[src/rtl/boron_key_pkg.sv]
// Shared constants, S-box tables and FSM encoding for the BORON inverse key schedule.
package boron_key_pkg;

    // Number of forward key-update steps and the key-rotation amount.
    localparam int unsigned ROUNDS_DEFAULT = 25;
    localparam int unsigned ROT            = 61;

    // The round index is XORed into this 5-bit field of the key.
    localparam int unsigned IDX_LO = 62;
    localparam int unsigned IDX_HI = 66;

    // Entry x of each table is stored in nibble x of the 64-bit constant.
    // Forward: E,4,B,1,7,9,C,A,D,2,0,F,8,5,3,6
    localparam logic [63:0] SBOX_FWD = 64'h6358_F02D_AC97_1B4E;
    // Inverse: A,3,9,E,1,D,F,4,C,5,7,2,6,8,0,B
    localparam logic [63:0] SBOX_INV = 64'hB086_275C_4FD1_E93A;

    typedef enum logic [1:0] {
        StIdle = 2'd0,
        StFwd  = 2'd1,
        StOut  = 2'd2
    } state_e;

    // Look up the forward S-box.
    function automatic logic [3:0] sbox_fwd(input logic [3:0] x);
        return SBOX_FWD[{x, 2'b00} +: 4];
    endfunction

    // Look up the inverse S-box.
    function automatic logic [3:0] sbox_inv(input logic [3:0] x);
        return SBOX_INV[{x, 2'b00} +: 4];
    endfunction

endpackage

[src/rtl/boronSbox.sv]
// BORON forward 4-bit S-box, purely combinational.
module boronSbox (
    input  logic [3:0] din,
    output logic [3:0] dout
);

    // Table lookup, written out so it reads directly against the cipher definition.
    always_comb begin
        dout = 4'h0;
        unique case (din)
            4'h0: dout = 4'hE;
            4'h1: dout = 4'h4;
            4'h2: dout = 4'hB;
            4'h3: dout = 4'h1;
            4'h4: dout = 4'h7;
            4'h5: dout = 4'h9;
            4'h6: dout = 4'hC;
            4'h7: dout = 4'hA;
            4'h8: dout = 4'hD;
            4'h9: dout = 4'h2;
            4'hA: dout = 4'h0;
            4'hB: dout = 4'hF;
            4'hC: dout = 4'h8;
            4'hD: dout = 4'h5;
            4'hE: dout = 4'h3;
            4'hF: dout = 4'h6;
            default: dout = 4'h0;
        endcase
    end

endmodule

[src/rtl/boron_sbox_inv.sv]
// BORON inverse 4-bit S-box, purely combinational.
module boron_sbox_inv
    import boron_key_pkg::*;
(
    input  logic [3:0] din,
    output logic [3:0] dout
);

    // Table lookup from the packed inverse table.
    always_comb begin
        dout = sbox_inv(din);
    end

endmodule

[src/rtl/boron_key_schedule_inv.sv]
// BORON 128-bit key schedule producing round keys in decryption order (RK_ROUNDS .. RK_0).
// The forward pass rolls the master key up to K_ROUNDS; the output pass walks it back down
// with the inverse step, one round key per handshake.
module boron_key_schedule_inv
    import boron_key_pkg::*;
#(
    parameter int unsigned ROUNDS = ROUNDS_DEFAULT,
    parameter int unsigned KEY_W  = 128,
    parameter int unsigned RK_W   = 64
) (
    input  logic             clk,
    input  logic             rst_n,
    input  logic             start,
    input  logic [KEY_W-1:0] key_in,
    input  logic             key_is_last,
    output logic             rk_valid,
    input  logic             rk_ready,
    output logic [RK_W-1:0]  rk_data,
    output logic [4:0]       rk_idx,
    output logic             busy,
    output logic             done
);

    // The round index must fit the 5-bit field it is XORed into.
    if (ROUNDS > 31) begin : g_rounds_check
        $error("boron_key_schedule_inv: ROUNDS must be <= 31");
    end

    localparam logic [4:0] ROUNDS_L = 5'(ROUNDS);

    state_e           state_q;
    logic [KEY_W-1:0] key_q;
    logic [4:0]       cnt_q;
    logic             rk_valid_q;
    logic             busy_q;
    logic             done_q;

    // ---------------------------------------------------------------------------------------
    // Forward step F(K, cnt): rotate left by ROT, S-box the top two nibbles, XOR the index.
    // ---------------------------------------------------------------------------------------
    logic [KEY_W-1:0] rot_l;
    logic [3:0]       f_hi;
    logic [3:0]       f_lo;
    logic [KEY_W-1:0] fwd_key;

    assign rot_l = {key_q[KEY_W-1-ROT:0], key_q[KEY_W-1:KEY_W-ROT]};

    boronSbox u_sbox_f_hi (
        .din  (rot_l[KEY_W-1:KEY_W-4]),
        .dout (f_hi)
    );

    boronSbox u_sbox_f_lo (
        .din  (rot_l[KEY_W-5:KEY_W-8]),
        .dout (f_lo)
    );

    // Reassemble the forward-stepped key around the substituted nibbles and index field.
    always_comb begin
        fwd_key                = rot_l;
        fwd_key[KEY_W-1:KEY_W-4] = f_hi;
        fwd_key[KEY_W-5:KEY_W-8] = f_lo;
        fwd_key[IDX_HI:IDX_LO]   = rot_l[IDX_HI:IDX_LO] ^ cnt_q;
    end

    // ---------------------------------------------------------------------------------------
    // Inverse step G(K, cnt): undo the index XOR, inverse S-box the top nibbles, rotate right.
    // ---------------------------------------------------------------------------------------
    logic [3:0]       g_hi;
    logic [3:0]       g_lo;
    logic [KEY_W-1:0] inv_pre;
    logic [KEY_W-1:0] inv_key;

    boron_sbox_inv u_sbox_g_hi (
        .din  (key_q[KEY_W-1:KEY_W-4]),
        .dout (g_hi)
    );

    boron_sbox_inv u_sbox_g_lo (
        .din  (key_q[KEY_W-5:KEY_W-8]),
        .dout (g_lo)
    );

    // Build T, then rotate it right by ROT to recover the previous-round key.
    always_comb begin
        inv_pre                  = key_q;
        inv_pre[KEY_W-1:KEY_W-4] = g_hi;
        inv_pre[KEY_W-5:KEY_W-8] = g_lo;
        inv_pre[IDX_HI:IDX_LO]   = key_q[IDX_HI:IDX_LO] ^ cnt_q;
        inv_key                  = {inv_pre[ROT-1:0], inv_pre[KEY_W-1:ROT]};
    end

    // ---------------------------------------------------------------------------------------
    // Control FSM with registered outputs. Outputs never depend combinationally on rk_ready.
    // ---------------------------------------------------------------------------------------
    always_ff @(posedge clk or negedge rst_n) begin
        if (!rst_n) begin
            state_q    <= StIdle;
            key_q      <= '0;
            cnt_q      <= '0;
            rk_valid_q <= 1'b0;
            busy_q     <= 1'b0;
            done_q     <= 1'b0;
        end else begin
            done_q <= 1'b0;
            unique case (state_q)
                StIdle: begin
                    // A start coinciding with the done pulse belongs to the finished run.
                    if (start && !done_q) begin
                        key_q  <= key_in;
                        busy_q <= 1'b1;
                        if (key_is_last) begin
                            cnt_q      <= ROUNDS_L;
                            rk_valid_q <= 1'b1;
                            state_q    <= StOut;
                        end else begin
                            cnt_q   <= 5'd1;
                            state_q <= StFwd;
                        end
                    end
                end
                StFwd: begin
                    key_q <= fwd_key;
                    if (cnt_q == ROUNDS_L) begin
                        rk_valid_q <= 1'b1;
                        state_q    <= StOut;
                    end else begin
                        cnt_q <= cnt_q + 5'd1;
                    end
                end
                StOut: begin
                    if (rk_valid_q && rk_ready) begin
                        if (cnt_q == 5'd0) begin
                            rk_valid_q <= 1'b0;
                            busy_q     <= 1'b0;
                            done_q     <= 1'b1;
                            state_q    <= StIdle;
                        end else begin
                            key_q <= inv_key;
                            cnt_q <= cnt_q - 5'd1;
                        end
                    end
                end
                default: begin
                    state_q <= StIdle;
                end
            endcase
        end
    end

    assign rk_valid = rk_valid_q;
    assign rk_data  = key_q[RK_W-1:0];
    assign rk_idx   = cnt_q;
    assign busy     = busy_q;
    assign done     = done_q;

endmodule

[config.mk]
export PLATFORM = sky130hd
export DESIGN_NAME = boron_key_schedule_inv
export DESIGN_NICKNAME = d
export VERILOG_FILES = /design/src/rtl/boron_key_pkg.sv /design/src/rtl/boronSbox.sv /design/src/rtl/boron_sbox_inv.sv /design/src/rtl/boron_key_schedule_inv.sv
export SDC_FILE = /design/constraint.sdc
export NUM_CORES = 1
export LEC_CHECK = 0
export ABC_CLOCK_PERIOD_IN_PS = 5500
export CAP_MARGIN = 20
export CORE_ASPECT_RATIO = 0.6
export CORE_MARGIN = 1
export CORE_UTILIZATION = 55
export CTS_CLUSTER_SIZE = 12
export DETAILED_ROUTE_END_ITERATION = 6
export MAX_ROUTING_LAYER = met4
export PLACE_DENSITY = 0.95
export SLEW_MARGIN = 20
export SYNTH_ARGS = -nofsm -noshare
export SYNTH_HDL_FRONTEND = slang
export SYNTH_SLANG_ARGS = --single-unit
[constraint.sdc]
create_clock -name clk -period 5.5 [get_ports clk]
set_input_delay 1.1 -clock clk [delete_from_list [all_inputs] [get_ports clk]]
set_output_delay 1.1 -clock clk [all_outputs]
set_load 0.03 [all_outputs]
## Word-level counts from Yosys, hierarchy flattened

Memories as Yosys holds them, arrays and structs flattened.
Index checks and enable logic that the tools add are counted.

| word-level totals | value |
|---|---|
| bits in registers | 138 |
| ROM bits | 128 |
| input bits | 133 |
| output and inout port bits | 72 |
| memories kept | 2 |

Memory list:

| memory | words | width | rd ports | clocked after memory_dff | wr ports | RTL line | RTL |
|---|---|---|---|---|---|---|---|
| (name not given) | 16 | 4 | 1 | 0 | 0 | boronSbox.sv:10 | `unique case (din)` |
| (name not given) | 16 | 4 | 1 | 0 | 0 | boronSbox.sv:10 |  |

| operators by class | value |
|---|---|
| add/subtract/negate cells | 2 |
| equality and inequality tests | 10 |
| shift operators | 2 |
| muxes and demuxes | 27 |
| bitwise operators | 2 |
| reductions and logical operators | 12 |

Operators with widths:

| kind | number |
|---|---|
| 128-bit 2-to-1 mux | 3 |
| 128-bit one-hot mux with 3 select lines | 1 |
| 64-bit by 7-bit variable part select with 4-bit output, first input constant | 2 |
| 5-bit 2-to-1 mux | 5 |
| 5-bit one-hot mux with 3 select lines | 1 |
| 2-bit inequality test, second input constant | 7 |
| 4-bit AND reduction | 3 |
| 2-bit 2-to-1 mux | 5 |
| 5-bit bitwise XOR | 2 |
| 1-bit 2-to-1 mux | 9 |
| 2-bit one-hot mux with 3 select lines | 1 |
| 6-bit AND reduction | 1 |
| 5-bit by 1-bit adder with 5-bit output, second input constant | 1 |
| 5-bit == test, second input constant | 1 |
| 5-bit zero test | 1 |
| 5-bit AND reduction | 1 |
| 5-bit by 1-bit subtractor with 5-bit output, second input constant | 1 |
| 1-bit one-hot mux with 3 select lines | 1 |
| 3-bit nonzero test | 1 |
| 2-bit by 1-bit == test with 1-bit output, second input constant | 1 |
| 2-bit == test, second input constant | 1 |
| 1-bit logical AND | 2 |
| 2-bit zero test | 1 |
| 1-bit one-hot mux with 2 select lines | 1 |
| other kinds (2) | 2 |

## Longest topological paths before layout

| logic depth | value |
|---|---|
| depth in word-level cells | 4 |
| mapped depth | 10 |
| depth with buffers taken out | 9 |

## Hierarchy

A second synthesis with hierarchy kept.

| unflattened totals | value |
|---|---|
| cell total of the unflattened synthesis | 1098 |
| area total of the unflattened synthesis | 8944.8 um^2 |

By module, submodules not included:

| module | instances | cells each | area each (um^2) | sequential area each (um^2) |
|---|---|---|---|---|
| boron_key_schedule_inv | 1 | 1016 | 8220.4 | 3453.3 |
| boron_sbox_inv | 2 | 21 | 222.7 | 0.0 |
| boronSbox at u_sbox_f_hi | 1 | 21 | 148.9 | 0.0 |
| boronSbox at u_sbox_f_lo | 1 | 19 | 130.1 | 0.0 |

## Worst setup path after synthesis

No wires, ideal clock.

| timing | value |
|---|---|
| path kind | input-to-reg |
| start point | input port rk_ready |
| end point | register key_q[126] |
| setup time | 65 ps |
| data arrival time | 2269 ps |
| path slack | 3166 ps |
| stages | 8 |
| cells stage by stage | nand2_1 > a22oi_4 > o311ai_4 > buf_6 > buf_6 > buf_6 > a311oi_1 > a21o_1 |

| on the way | value |
|---|---|
| longest elaborated chain between the ends | 3 |

RTL lines:

| what | RTL line | RTL |
|---|---|---|
| from (decl) | boron_key_schedule_inv.sv:17 | `input logic rk_ready,` |
| 1-bit logical AND | boron_key_schedule_inv.sv:132 | `if (rk_valid_q && rk_ready) begin` |
| 2-bit inequality test (no source line) | n/a |  |
| 4-bit AND reduction (no source line) | n/a |  |
| to (signal assigned) | boron_key_schedule_inv.sv:110 | `key_q <= key_in;` |
| to (signal assigned) | boron_key_schedule_inv.sv:123 | `key_q <= fwd_key;` |
| to (signal assigned) | boron_key_schedule_inv.sv:139 | `key_q <= inv_key;` |
| to (decl) | boron_key_schedule_inv.sv:32 | `logic [KEY_W-1:0] key_q;` |

No other way between the ends.
A chain may end at the register's enable or synchronous reset.

## Final worst setup path

| timing | value |
|---|---|
| start point | register state_q[0] |
| end point | register key_q[44] |

| on the way | value |
|---|---|
| longest elaborated chain between the ends | 3 |
| elaborated cells between the ends (all ways) | 9 |

RTL lines:

| what | RTL line | RTL |
|---|---|---|
| from (decl) | boron_key_schedule_inv.sv:31 | `state_e state_q;` |
| from (signal assigned) | boron_key_schedule_inv.sv:98 | `state_q <= StIdle;` |
| from (signal assigned) | boron_key_schedule_inv.sv:115 | `state_q <= StOut;` |
| from (signal assigned) | boron_key_schedule_inv.sv:118 | `state_q <= StFwd;` |
| 2-bit == test (tied with other cells) | boron_key_schedule_inv.sv:106 | `unique case (state_q)` |
| 2-bit inequality test (no source line) / 3-bit nonzero test (equally long branches) | n/a |  |
| 4-bit AND reduction (no source line) | n/a |  |

Parallel ways exist; a longest one is shown, timed or not.

==> key figures <==
Outcome
  – Status: finished, violations left
  – Violated checks: DRC

Clock tree
  – Post_cts resized: 0
  – Clk slew on worst S/H paths: 0.07 ns
  – H-Tree Depth: 4
  – CTS buffer count: 17
  – CTS tree: built
  – Number of post-CTS setup repair buffers: 0
  – Root buf cell: clkbuf_16
  – # clock sinks: 138
  – Hold-fix buffers, CTS: 0
  – Clk buf depth: 2
  – Skew-Pair Late Insertion Delay: 0.41 ns

Global route
  – Tot GR Track Use: 30.86%
  – First-pass GRT wire length: 39.72 mm
  – Overflow after GRT: 0
  – Vias in the first global route: 7625
  – Largest net degree at the start of global routing: 257
  – Antenna violations before repair: 0

Drt
  – Vias: 8339
  – Drt drc: 14
  – First-pass DRT Iterations: 7
  – Routed WL: 25.24 mm
  – WL per Instance: 18.33 um
  – Initial detailed-routing violation count: 1149
  – Via density: 6.056
  – ANT nets after route: 0

Yosys
  – Synth top area share: 38.87%
  – Yosys cell types: 48
  – Synth cell count leaders: nand2_1 (268), o21ai_0 (231), dfrtp_1 (138)
  – Synthesized Nets: 1253
  – Synth Instances: 1096
  – EDFF count, synth: 0
  – Async SR Flop Fraction: 100.0%
  – Syn Area/Cell: 8.107 um2
  – Main synth FF type: dfrtp_1
  – Synth top area cells: dfrtp_1 (39%), o21ai_0 (13%), nand2_1 (11%), a22oi_1 (9.1%), buf_4 (5.5%)
  – Synth warn: 0
  – #FFs+latches synth: 138
  – Cell taking the most area after synthesis: dfrtp_1
  – Top-count cell post-synth: nand2_1
  – Sequential area share after synthesis: 38.87%
  – Synthesized area: 8885 um2

Setup path
  – Crit end category: flip-flop
  – R2R Setup Slk: 2.38 ns
  – Crit start category: flip-flop
  – Setup CP Type: flip-flop to flip-flop
  – Crit path required time: 5.72 ns
  – CP max FO: 256
  – Arrival @ worst endpoint: 3.34 ns

Placement
  – I/O Buffers: 204
  – Post-DP HPWL: 16.59 mm
  – GP Congestion: 0.9002
  – Placed instance count: 1345

Cells and area
  – Area grow syn2layout: 24.07%
  – Post-layout nets: 1318
  – Share of cells above drive strength 1: 4.514%
  – Fillers: 1145
  – Fin util: 70.91%
  – Fin cells: 1377
  – Diode count: 0

Power and ir drop
  – Leak: 4.625 nW
  – Worst VDD drop: 0.8052 mV
  – Total power: 8.411 mW
  – Power density cells: 763.0 nW/um2

Worst hold path
  – Worst hold path class: flip-flop to flip-flop

Floorplanning
  – Die Area: 16680 um2
  – IO Pins: 205
  – Initial Util: 57.15%
  – Rows: 35
  – Core ar.: 15550 um2
  – Die Wd: 166.1 um
  – Die Y: 100.5 um

Timing
  – Tmin final: 3.121 ns
  – Total Negative Setup Slacks: 0 ns
  – Setup Skew: 0.01602 ns
  – Worst-Margin Slew: 1.001 ns
  – Fin crit share: 56.74%
  – # setup viols final: 0
  – Unrepaired setup endpoints after global routing: no
  – Slew margin rel.: 33.24%
  – Final hold violation count: 0
  – FMAX: 0.3204 GHz
  – Max-slew violations: 0

Run
  – Max-cap violations: 0
[cell families (layout without fill, tap and decap cells)]
group                    Yosys count  after routing  share of synthesized area [%]
multiplexers                      10             10                          1.845
adder cells (fa/ha/maj)           24             24                          3.380
AO/OA/AOI/OAI                    415            415                          28.84
buffers and inverters            183            261                          11.72
flip-flops                       138            138                          38.87
XOR/XNOR                          15             15                          1.479
AND/OR/NAND/NOR                  311            311                          13.87
[area by class of cell]
cell class	instances	area (um2)	share of cell area, %
repair buffers	210	2113	19.17
clock buffers	19	442.9	4.018
clock inverters	13	260.3	2.361
inverters	19	71.32	0.6470
flip-flops and latches	138	3453	31.33
multi-input cells	775	4428	40.17
well taps	203	254.0	2.304
[cell usage in the layout (no fill, tap or decap), drive strengths merged, types with 4 or more instances in the layout]
cell and count:
nand2 268, mux4 5, clkdlybuf4s50 203, o31ai 6, bufinv 7, dfrtp 138
xnor2 7, mux2i 4, nor2 26, a21oi 16, nor2b 4, a21o 9
inv 21, a22oi 109, a211oi 4, xor2 8, clkbuf 19, a311oi 7
o21ai 231, o211ai 17, ha 24, buf 7
[worst max-delay path, cell delays in order (launching register included)]
cell and delay, ns:
dfrtp_1 0.43, inv_1 0.23, ha_4 0.72, nand3_2 0.26
o311ai_4 0.18, buf_12 0.56, o21ai_0 0.29
[metrics by stage]
| step | setup WS, ns | instance area, um2 | hold slack, ns |
|---|---|---|---|
| 2_1_floorplan | 3.166 | 8885 | 0.4723 |
| 3_3_place_gp | 2.481 | 10320 | 0.4900 |
| 3_5_place_dp | 2.454 | 10320 | 0.5070 |
| 4_1_cts | 2.503 | 11020 | 0.5200 |
| 5_1_grt | 2.165 | 11020 | 0.5408 |
| 6_report | 2.379 | 11020 | 0.5212 |
[registers in the layout (all words and copies together), names as in the netlist]
register  cells
rk_valid      1
key_q       128
rk_idx        5
done          1
state_q       2
busy          1
[report_power, final]
group | switching [mW] | internal, mW | total, mW
clock | 0.460 | 0.915 | 1.38
sequential | 0.714 | 1.55 | 2.27
combinational | 2.95 | 1.82 | 4.77
[layer usage]
layer	vias to the layer above	wire (um)	GRT usage [%]
li1	3893	-	-
met1	3981	10800	42.11
met2	434	11620	47.55
met3	31	2572	6.989
met4	0	243	6.039
met5	-	0	-
[final timing paths]
kind / start / end / cells after the start
min in group asynchronous: rst_n / key_q[120] / 1
setup reg to reg: state_q[0] / key_q[44] / 6
setup / recovery: state_q[0] / key_q[44] / 6
max in group asynchronous: rst_n / key_q[4] / 2
hold / removal: key_q[106] / key_q[106] / 2
hold reg to reg: key_q[106] / key_q[106] / 2
No activity file was read; power rests on OpenSTA's default activity.
==> RTL edit: new RTL, same settings <==
Encoding of `state_e`: now one-hot (3 bits for 3 states).
--- a/src/rtl/boron_key_pkg.sv
+++ b/src/rtl/boron_key_pkg.sv
@@ -16,8 +16,8 @@
     localparam logic [63:0] SBOX_INV = 64'hB086_275C_4FD1_E93A;
 
-    typedef enum logic [1:0] {
-        StIdle = 2'd0,
-        StFwd  = 2'd1,
-        StOut  = 2'd2
+    typedef enum logic [2:0] {
+        StIdle = 3'b001,
+        StFwd  = 3'b010,
+        StOut  = 3'b100
     } state_e;
 
Formal check against the unedited RTL: same outputs for any inputs over 4 cycles, from zero or initial values and one cycle with rst_n low; so few cycles prove little.
==> RTL edit against the unedited design <==
  * The run still ends with DRC left
  * Synthesized area rose by 4.0%
  * Die area rose by 4.0%
  * Sequential power is 3% higher
  * Cell area is 3.2% higher
  * Routed wire length grew 19%
  * First-iteration DRC count is 38% higher
  * Sequential cell count is 1 higher
  * Power fell by 9.7%
  * Worst setup slack worse by 790 ps
  * Sequential share of layout area shrank 0.71 points
  * Clock skew fell by 0.51 ps
  * Critical path depth did not move
==> RTL edit: results (changes against the unedited design) <==
Hold path
  • HP Class: flip-flop to flip-flop
  • HP Start: key_q[119]$_DFFE_PN0P_

Global routing
  • Largest net degree at the start of global routing: 113 (-56%)
  • Global-route usage over all layers: 0.355 (+0.0464)
  • Initial antenna violation count: 1 (+1)
  • Vias in the first global route: 8799 (+15%)
  • First-pass GRT wire length: 46700 µm (+18%)

Yosys
  • Unique masters post-synth: 50 (+4.2%)
  • Post-synth ARST share: 1.00 (unchanged)
  • Top_reg_cell synth: dfrtp_1
  • Ys Warns: 0 (unchanged)
  • Sequential fraction of the synthesis area: 0.376 (-0.0122)
  • Post-synthesis instance total: 1118 (+2.0%)
  • Top post-synthesis cells by area: dfrtp_1, o221ai_1, o21ai_0, nand2_1, o22ai_1
  • Post-synth top cells: nand2_1, o21ai_0, dfrtp_1, o221ai_1, o22ai_1

STA
  • Max_slew headroom: 0.335 (+0.00269)
  • Setup Skew: 15.5 ps (-0.513 ps)

Place
  • Cell total after placement: 1385 (+3.0%)
  • Final Wtd Congestion: 0.918 (+2.0%)
  • Placed Area: 10800 µm² (+4.2%)
  • # port buffers: 204 (unchanged)
  • Hpwl dp: 19300 µm (+16%)

Status
  • Failing checks: DRC
  • Status: complete, but fails checks

Routing
  • Routed vias/inst: 6.74 (+11%)
  • Number of remaining DRC errors: 1 (-13)
  • Routed via count: 9553 (+15%)
  • DR pass1 iterations: 7 (unchanged)
  • Routed Wire Length: 30100 µm (+19%)
  • Detailed router's first-iteration violation count: 1588 (+38%)

Final layout
  • Layout cells sized above 1: 0.0547 (+0.00952)
  • Max reg flops: 128 (unchanged)
  • Largest reg by FF count: key_q
  • Fill cells: 1259 (+10%)
  • Nets@finish: 1331 (+0.99%)

Clock network
  • Clock root buffer: clkbuf_16
  • Clock Pin Slew Worst Setup and Hold Paths: roughly 60 ps
  • Setup Buffers After CTS: 0 (unchanged)
  • Clock latency on the worst-skew pair: roughly 420 ps
  • CTS Buffer Depth: 2 (unchanged)
  • Post-CTS resize count: 0 (unchanged)
  • Htree depth: 4 (unchanged)
  • Num CTS Buffers: 17 (unchanged)

Pwr
  • Switching Share: 0.492 (+0.00155)
  • Max VDD drop: 0.000352 V (-56%)
  • Leak: 4.43 nW (-4.3%)

Critical path
  • WP data arrival: 4180 ps (+840 ps)
  • CP startpoint: state_q[1]$_DFFE_PN0P_
  • CP max stage cell: dfrtp_4
  • Worst-path fanout max: 85 (-67%)
  • Max stage delay on crit path: 940 ps (+220 ps)
-- RTL edit: cell types whose count changed in the layout (fill, tap and decap cells not counted), sizes merged, moves of 7 or more --
cell    unedited run  this run
a22oi            109         2
a21o               9         2
o211ai            17         3
nand2            268       210
a222oi             0        17
buf                7        14
o22ai              0       107
o221ai             0       108
o21ai            231       184
a21oi             16        31
a311oi             7         0
-- RTL edit: worst paths after layout --
check	depth (start not counted)	slack, ps	endpoint
min in group asynchronous	1	820	key_q[63]$_DFFE_PN0P_
worst min register to register	2	530	key_q[119]$_DFFE_PN0P_
worst max-delay path	6	1580	key_q[40]$_DFFE_PN0P_
worst min-delay path	2	530	key_q[119]$_DFFE_PN0P_
max in group asynchronous	2	3560	key_q[92]$_DFFE_PN0P_
worst max register to register	6	1580	key_q[40]$_DFFE_PN0P_
-- RTL edit: through the flow --
step	util	power (mW)	hold WS [ps]	setup WS (ps)
final	0.698	7.59	528	1580
after global routing	0.698	8.05	534	1400
after floorplan	-	5.22	471	2850
after global placement	0.658	6.02	494	1880
after CTS	0.697	7.48	522	1760
after detailed placement	0.660	6.24	506	1770
-- RTL edit: cell families after synthesis --
group                    count (synthesis)  synth area share
adder cells (fa/ha/maj)                 22            0.0306
XOR/XNOR                                16            0.0152
AND/OR/NAND/NOR                        262             0.113
multiplexers                            11            0.0176
buffers and inverters                  197             0.113
AO/OA/AOI/OAI                          471             0.334
flip-flops                             139             0.376
-- RTL edit: area by class of cell --
class | instances | share of cell area
repair buffers | 217 | 0.190
multi-input cells | 782 | 0.417
diodes | 1 | 0.000220
well taps | 228 | 0.0251
inverters | 19 | 0.00671
clock buffers | 19 | 0.0398
clock inverters | 13 | 0.0144
flip-flops and latches | 139 | 0.306
-- RTL edit: power by group through the flow --
stage	Combinational, mW	Sequential, mW	Clock [mW]
after detailed placement	3.93	2.31	0
after global placement	3.74	2.28	0
after floorplan	3.32	1.90	0
after CTS	3.96	2.30	1.21
final	4.03	2.34	1.22
after global routing	4.39	2.40	1.26
-- RTL edit: routing by layer --
metal	global-route usage	vias up	share of wire
li1	-	4245	-
met1	0.487	4553	0.41
met2	0.533	704	0.45
met3	0.0902	51	0.14
met4	0.0714	0	0.012
met5	-	-	0
-- RTL edit: worst max-delay path, delay by kind of cell (launching register included) --
family	cells	cell delay [ps]
buffers and inverters	3	1580
AO/OA/AOI/OAI	2	990
flip-flops	1	940
AND/OR/NAND/NOR	1	130
